$ cat config.mk
export PLATFORM = sky130hd
export DESIGN_NAME = imem_loader
export DESIGN_NICKNAME = d
export VERILOG_FILES = /design/src/rtl/imem_loader.sv
export SDC_FILE = /design/constraint.sdc
export NUM_CORES = 1
export LEC_CHECK = 0
export ABC_AREA = 1
export ABC_CLOCK_PERIOD_IN_PS = 4100
export CORE_ASPECT_RATIO = 1.2
export CORE_MARGIN = 5
export CORE_UTILIZATION = 45
export DETAILED_ROUTE_END_ITERATION = 7
export PLACE_DENSITY = 0.7
export REMOVE_ABC_BUFFERS = 1
export SYNTH_ARGS = -nofsm -noshare
export SYNTH_HDL_FRONTEND = slang
export SYNTH_SLANG_ARGS = --single-unit
$ cat constraint.sdc
create_clock -name clk -period 4.1 [get_ports clk]
set_clock_uncertainty 0.05 [all_clocks]
set_input_delay 0.41 -clock clk [delete_from_list [all_inputs] [get_ports clk]]
set_output_delay 0.41 -clock clk [all_outputs]
set_load 0.05 [all_outputs]
$ cat src/rtl/imem_loader.sv
// Byte-stream loader for the instruction RAM: gathers little-endian bytes into
// DATA_WIDTH-bit words and writes them to sequential addresses from 0.
module imem_loader #(
  parameter int DATA_WIDTH    = 20,
  parameter int ADDRESS_WIDTH = 8,
  parameter int MEM_SIZE      = 256
) (
  input  logic                     clk,
  input  logic                     rst,
  input  logic                     start,
  input  logic [ADDRESS_WIDTH:0]   word_count,
  input  logic                     byte_valid,
  input  logic [7:0]               byte_data,
  output logic                     byte_ready,
  output logic                     mem_we,
  output logic [ADDRESS_WIDTH-1:0] mem_addr,
  output logic [DATA_WIDTH-1:0]    mem_wdata,
  output logic                     busy,
  output logic                     done,
  output logic                     error
);

  localparam int BYTES    = (DATA_WIDTH + 7) / 8;
  localparam int LOW_W    = 8 * (BYTES - 1);
  localparam int TOP_BITS = DATA_WIDTH - LOW_W;
  localparam int IDX_W    = (BYTES > 2) ? $clog2(BYTES) : 1;
  localparam int CNT_W    = ADDRESS_WIDTH + 1;

  localparam logic [CNT_W-1:0]         MEM_SIZE_C = CNT_W'(MEM_SIZE);
  localparam logic [CNT_W-1:0]         ZERO_CNT   = {CNT_W{1'b0}};
  localparam logic [CNT_W-1:0]         ONE_CNT    = CNT_W'(1);
  localparam logic [IDX_W-1:0]         ZERO_IDX   = {IDX_W{1'b0}};
  localparam logic [IDX_W-1:0]         ONE_IDX    = IDX_W'(1);
  localparam logic [IDX_W-1:0]         LAST_IDX   = IDX_W'(BYTES - 1);
  localparam logic [ADDRESS_WIDTH-1:0] ZERO_ADDR  = {ADDRESS_WIDTH{1'b0}};
  localparam logic [ADDRESS_WIDTH-1:0] ONE_ADDR   = ADDRESS_WIDTH'(1);
  // Bits of the final byte that lie beyond DATA_WIDTH must be zero.
  localparam logic [7:0]               PAD_MASK   = 8'hFF << TOP_BITS;

  typedef enum logic [1:0] {
    IDLE   = 2'd0,
    RECV   = 2'd1,
    WRITE  = 2'd2,
    FINISH = 2'd3
  } state_t;

  state_t                   state_r;
  logic [IDX_W-1:0]         byte_idx_r;
  logic [ADDRESS_WIDTH-1:0] addr_r;
  logic [CNT_W-1:0]         remaining_r;
  logic [LOW_W-1:0]         word_r;
  logic [CNT_W-1:0]         count_clamped_s;

  logic                     byte_ready_r;
  logic                     mem_we_r;
  logic [ADDRESS_WIDTH-1:0] mem_addr_r;
  logic [DATA_WIDTH-1:0]    mem_wdata_r;
  logic                     busy_r;
  logic                     done_r;
  logic                     error_r;

  assign byte_ready = byte_ready_r;
  assign mem_we     = mem_we_r;
  assign mem_addr   = mem_addr_r;
  assign mem_wdata  = mem_wdata_r;
  assign busy       = busy_r;
  assign done       = done_r;
  assign error      = error_r;

  // Clamp the requested word count to the RAM depth.
  always_comb begin
    count_clamped_s = word_count;
    if (word_count > MEM_SIZE_C) begin
      count_clamped_s = MEM_SIZE_C;
    end else begin
      count_clamped_s = word_count;
    end
  end

  // Loader FSM; every output is a register updated alongside the state.
  always_ff @(posedge clk) begin
    if (rst) begin
      state_r      <= IDLE;
      byte_idx_r   <= ZERO_IDX;
      addr_r       <= ZERO_ADDR;
      remaining_r  <= ZERO_CNT;
      word_r       <= {LOW_W{1'b0}};
      byte_ready_r <= 1'b0;
      mem_we_r     <= 1'b0;
      mem_addr_r   <= ZERO_ADDR;
      mem_wdata_r  <= {DATA_WIDTH{1'b0}};
      busy_r       <= 1'b0;
      done_r       <= 1'b0;
      error_r      <= 1'b0;
    end else begin
      mem_we_r <= 1'b0;
      done_r   <= 1'b0;
      case (state_r)
        IDLE: begin
          if (start) begin
            error_r     <= 1'b0;
            addr_r      <= ZERO_ADDR;
            byte_idx_r  <= ZERO_IDX;
            remaining_r <= count_clamped_s;
            busy_r      <= 1'b1;
            if (count_clamped_s == ZERO_CNT) begin
              state_r <= FINISH;
              done_r  <= 1'b1;
            end else begin
              state_r      <= RECV;
              byte_ready_r <= 1'b1;
            end
          end else begin
            state_r <= IDLE;
          end
        end
        RECV: begin
          if (byte_valid) begin
            if (byte_idx_r == LAST_IDX) begin
              byte_ready_r <= 1'b0;
              if ((byte_data & PAD_MASK) != 8'h00) begin
                error_r <= 1'b1;
                done_r  <= 1'b1;
                state_r <= FINISH;
              end else begin
                mem_we_r    <= 1'b1;
                mem_addr_r  <= addr_r;
                mem_wdata_r <= {byte_data[TOP_BITS-1:0], word_r};
                state_r     <= WRITE;
              end
            end else begin
              // Shift in from the top so the first byte ends up in the low lane.
              word_r     <= {byte_data, word_r[LOW_W-1:8]};
              byte_idx_r <= byte_idx_r + ONE_IDX;
            end
          end else begin
            state_r <= RECV;
          end
        end
        WRITE: begin
          addr_r      <= addr_r + ONE_ADDR;
          remaining_r <= remaining_r - ONE_CNT;
          byte_idx_r  <= ZERO_IDX;
          if (remaining_r == ONE_CNT) begin
            state_r <= FINISH;
            done_r  <= 1'b1;
          end else begin
            state_r      <= RECV;
            byte_ready_r <= 1'b1;
          end
        end
        FINISH: begin
          state_r <= IDLE;
          busy_r  <= 1'b0;
        end
        default: begin
          state_r      <= IDLE;
          byte_ready_r <= 1'b0;
          busy_r       <= 1'b0;
        end
      endcase
    end
  end

endmodule

# ---- Word-level counts from Yosys, hierarchy flattened
# Index checks and enable logic that the tools add are counted.
dict set report word_totals {
  word_cells 85
  regBits 70
  output_inout_bits 33
  in_bits 21
}
dict set report op_classes {
  addsub 3
  eq_ne 13
  reduce_logical 15
  bitwise_logic 4
  magnitude_cmp 1
  mux 37
}
# cell n
set op_table {}
lappend op_table {{$mux 1} 18}
lappend op_table {{$mux 9} 2}
lappend op_table {{$pmux 9 s2} 1}
lappend op_table {{$mux 2} 8}
lappend op_table {{$pmux 8 s2} 1}
lappend op_table {{$ne 2x2->1 const B} 7}
lappend op_table {{$eq 9x1->1 const B} 1}
lappend op_table {{$gt 9x9->1 const B} 1}
lappend op_table {{$logic_not 9->1} 1}
lappend op_table {{$sub 9x1->9 const B} 1}
lappend op_table {{$add 8x1->8 const B} 1}
lappend op_table {{$mux 8} 1}
lappend op_table {{$pmux 2 s4} 1}
lappend op_table {{$reduce_and 4->1} 2}
lappend op_table {{$reduce_bool 8->1} 1}
lappend op_table {{$eq 2x2->1 const B} 3}
lappend op_table {{$pmux 1 s3} 2}
lappend op_table {{$pmux 2 s3} 1}
lappend op_table {{$reduce_and 6->1} 1}
lappend op_table {{$reduce_bool 2->1} 3}
lappend op_table {{$reduce_and 5->1} 1}
lappend op_table {{$not 1->1} 4}
lappend op_table {{$pmux 1 s2} 2}
lappend op_table {{$reduce_and 2->1} 2}
lappend op_table {{other kinds (7)} 7}

# ---- Depth between registers and ports, before layout
dict set report depth {
  depth_word 6
  mapped_depth 11
}

# ---- Worst setup path before layout
# OpenSTA, ideal clock, no wires.
dict set report synth_path {
  path_kind {register -> register}
  start {register state_r[0]}
  end {register addr_r[4]}
  arrival_ps 1376
  period_less_slack_ps 1547
  path_stages_with_launch 9
  path_slack_ps 2553
  required_ps 3930
  setup_ps 120
  path_cell_list {dfxtp_1 inv_1 ha_1 buf_4 o21ai_4 and3_1 nand2_1 o21ai_1 a21oi_1}
}
dict set report synth_between {
  elab_chain_cells 3
}
# item line_no
set synth_lines {}
lappend synth_lines {{start: declaration} 47} ;# state_t state_r;
lappend synth_lines {{start signal: assignment} 83} ;# state_r <= IDLE;
lappend synth_lines {{start signal: assignment} 107} ;# state_r <= FINISH;
lappend synth_lines {{start signal: assignment} 110} ;# state_r <= RECV;
lappend synth_lines {{$eq 2x2->1 / $logic_not 2->1 (equally long branches)} 98} ;# case (state_r)
lappend synth_lines {{$reduce_bool 2->1 (no line) / $ne 2x2->1 (equally long branches)} n/a}
lappend synth_lines {{$reduce_and 2->1 (no line)} n/a}
lappend synth_lines {{end signal: assignment} 141} ;# addr_r <= addr_r + ONE_ADDR;
lappend synth_lines {{end: declaration} 49} ;# logic [ADDRESS_WIDTH-1:0] addr_r;
# Several ways; a longest one is shown, not always the timed one.
# A chain may end at the register's enable or synchronous reset.

# ---- Worst setup path after layout
dict set report layout_path {
  start {register state_r[0]}
  end {register remaining_r[6]}
}
dict set report layout_between {
  elab_chain_cells 3
}
# item line_no
set layout_lines {}
lappend layout_lines {{$eq 2x2->1 / $logic_not 2->1 (equally long branches)} 98}
lappend layout_lines {{$reduce_bool 2->1 (no line) / $ne 2x2->1 (equally long branches)} n/a}
lappend layout_lines {{$reduce_and 2->1 (no line)} n/a}
lappend layout_lines {{end signal: assignment} 104} ;# remaining_r <= count_clamped_s;
lappend layout_lines {{end signal: assignment} 142} ;# remaining_r <= remaining_r - ONE_CNT;
lappend layout_lines {{end: declaration} 50} ;# logic [CNT_W-1:0] remaining_r;
# Several ways; a longest one is shown, not always the timed one.

==> flow_summary.toml <==
[layout]
fin_nets = 499
nFillCells = 652
num_antenna_cells = 0
fin_util_pct = 56.7
final_layout_size_suffix_gt1_share_pct = 6.95
instances_no_fill = 562
postLayoutCellArea_mm2 = 0.00384
area_growth_syn_to_layout_pct = 23.6

[clock_network]
numCtsBuffers = 9
cts_tree = "done"
cts-root-buf = "clkbuf_8"
cts_sinks = 70
clock_path_buffers = 2
cts_hold_buf = 0
ctsResizeCount = 0
path_clk_slew_ns = 0.07
post_cts_buffers = 0
clkLatencyLatePin_ns = 0.34
htreeDepth = 3

[timing]
fin_crit_ns = 2.36
maxSlewHeadroom_pct = 60.0
fmax_mhz = 424
finalSetupTns_ns = 0
fin_crit_sh_pct = 57.5
setup_viol = 0
worst-slew-pin-transition_ns = 0.599
rsz0062_at_grt = "false"
slew_viol_final = 0
hold_violations = 0

[critical_path]
crit_start = "state_r[0]"
critPathArrivalTime_ns = 2.57
r2r_start = "state_r[0]"
cp-start-kind = "flip-flop"
slowest_stage = "ha_1"
crit_type = "reg -> reg"
path_cells = "inv_1, ha_1, inv_2, o21ai_4, inv_2, a21oi_1, nand2_1, a21oi_1"
crit_fanout = 18
critPathCaptureType = "flip-flop"
cpPeakStageDelay_ns = 0.49
required_ns = 4.31

[global_routing]
antenna_found_initial = 0
grt_overflow = 0
grtUsageMet2_pct = 28.1
gr-usage-met1_pct = 18.9
grt_pass1_wl_um = 11500
top_usage_layer = "met2"
met3_usage_pct = 5.72
grt_max_degree = 40
grtUsageTotal_pct = 16.4
grt_pass1_vias = 2621

[yosys]
synth-simple-area-share_pct = 25.3
ys_ff_latch = 70
synth.most_common_cell = "nor2_1"
syn_area_mm2 = 0.00311
syn-mean-instance-area_um2 = 7.31
yosys_most_used_dff = "dfxtp_1"
synth_common_cells = "95 x nor2_1, 70 x dfxtp_1, 59 x o21ai_0"
async_reset_ff_share_pct = 0
postSynthCellCount = 425
synth-compound-area-share_pct = 18.9
yosysSeqAreaShare_pct = 45.1
muxShareOfSynthArea_pct = 0
synth-xor-area-share_pct = 0
synth.area.top_cells = "dfxtp_1 45%, nor2_1 11%, o21ai_0 9.5%, a21oi_1 6.3%, nand2_1 5.7%"
yosysTopAreaCell = "dfxtp_1"
ys_types = 31
synthAdderAreaFrac_pct = 3.22
synth_top_family_by_area = "simple AND/OR/NAND/NOR gates"
yosysWarningCount = 0
yosysTopAreaCellShare_pct = 45.1
synth_edf_count = 0

[route]
dr.first_iter.drc_count = 192
vias = 2904
route.detailed.drc = 0
drt_pass1_iterations = 4
via_per_inst = 5.17
ant_nets = 0
routedWlPerCell_um = 12.3
wl_um = 6920

[place]
hpwl_um = 4870
finalWeightedCongestion = 0.845
placed_cell_area_mm2 = 0.00364
io_buffers = 53
dpl.cell_count = 546

[min_path]
hold_class = "reg -> reg"
min_from = "error"

[floorplan]
core_mm2 = 0.00677
initial_core_util_pct = 45.9
die_h_um = 101
dieArea_mm2 = 0.00867
die_w_um = 85.8
row_count = 33
top_level_ports = 54

[run]
drv_cap = 0

[status]
status = "complete, no violations"

[power_and_ir_drop]
leakage_nw = 1.50
ir_drop_mv = 0.261
total_power_mw = 1.49
p_per_area_mw_per_mm2 = 389
[layout make-up]
class	count	area [um2]	share of cell area, %
repair buffers	54	538	14.0
clock inverters	7	73.8	1.92
multi-input cells	303	1470	38.4
well taps	87	109	2.84
flip-flops and latches	70	1400	36.5
clock buffers	9	124	3.23
inverters	32	120	3.13
[cells by family after synthesis]
logic type | after synthesis
simple gates | 184
compound gates | 111
flops | 70
buf+inv | 52
fa+ha+maj | 8
[per-stage QoR]
stage          setup slack, ns  hold WS [ns]
6_report                  1.74         0.421
3_5_place_dp              1.62         0.410
5_1_grt                   1.57         0.461
3_3_place_gp              1.72         0.404
2_1_floorplan             2.28         0.383
4_1_cts                   1.75         0.423
[final timing paths]
kind | slack [ns] | end | depth (start not counted)
worst max-delay path | 1.74 | remaining_r[6] | 8
worst min-delay path | 0.42 | error | 2
worst max register to register | 1.74 | remaining_r[6] | 8
worst min register to register | 0.42 | error | 2
[layer usage]
layer / wire (um) / vias up / part of all wire [%]
met4: 118 / 0 / 1.7
met5: 0 / - / 0
li1: - / 1496 / -
met2: 3230 / 82 / 47
met3: 441 / 13 / 6.4
met1: 3130 / 1313 / 45
[flip-flops by register name (all words and copies together), names as in the netlist]
signal,cells
mem_wdata,20
word_r,16
remaining_r,9
addr_r,8
mem_addr,8
byte_idx_r,2
state_r,2
busy,1
byte_ready,1
done,1
error,1
mem_we,1
[power by group]
group / total [mW] / switching, mW / internal (mW)
sequential: 0.728 / 0.0195 / 0.709
combinational: 0.213 / 0.136 / 0.0771
clock: 0.551 / 0.269 / 0.283
total: 1.49 / 0.424 / 1.07
[worst max-delay path: cells and delay by family, from the launching register on]
family          cells  cell delay, ns
compound gates      3            0.76
buf+inv             3            0.56
fa+ha+maj           1            0.49
flops               1            0.35
simple gates        1            0.07
[cell usage in the layout (no fill, tap or decap)]
master / instances
nand2_2: 4
clkinvlp_4: 1
a211oi_1: 2
a31oi_1: 1
clkdlybuf4s50_1: 53
o31ai_1: 1
o21a_1: 2
and3_1: 1
nor2_1: 95
nor4_1: 1
o211ai_1: 1
nor2_4: 3
nor2_2: 2
o2111ai_1: 1
o21ai_1: 4
inv_1: 28
nor3_1: 7
o21ai_4: 1
or2_2: 1
nand2_1: 47
o21ai_0: 59
dfxtp_1: 70
buf_4: 1
nand4_1: 6
clkbuf_8: 9
clkinv_2: 2
nand3_1: 16
inv_6: 1
a21oi_1: 39
nor3_2: 1
ha_1: 8
bufinv_16: 1
inv_2: 4
clkinv_4: 2
(Power assumes the default switching activity.)
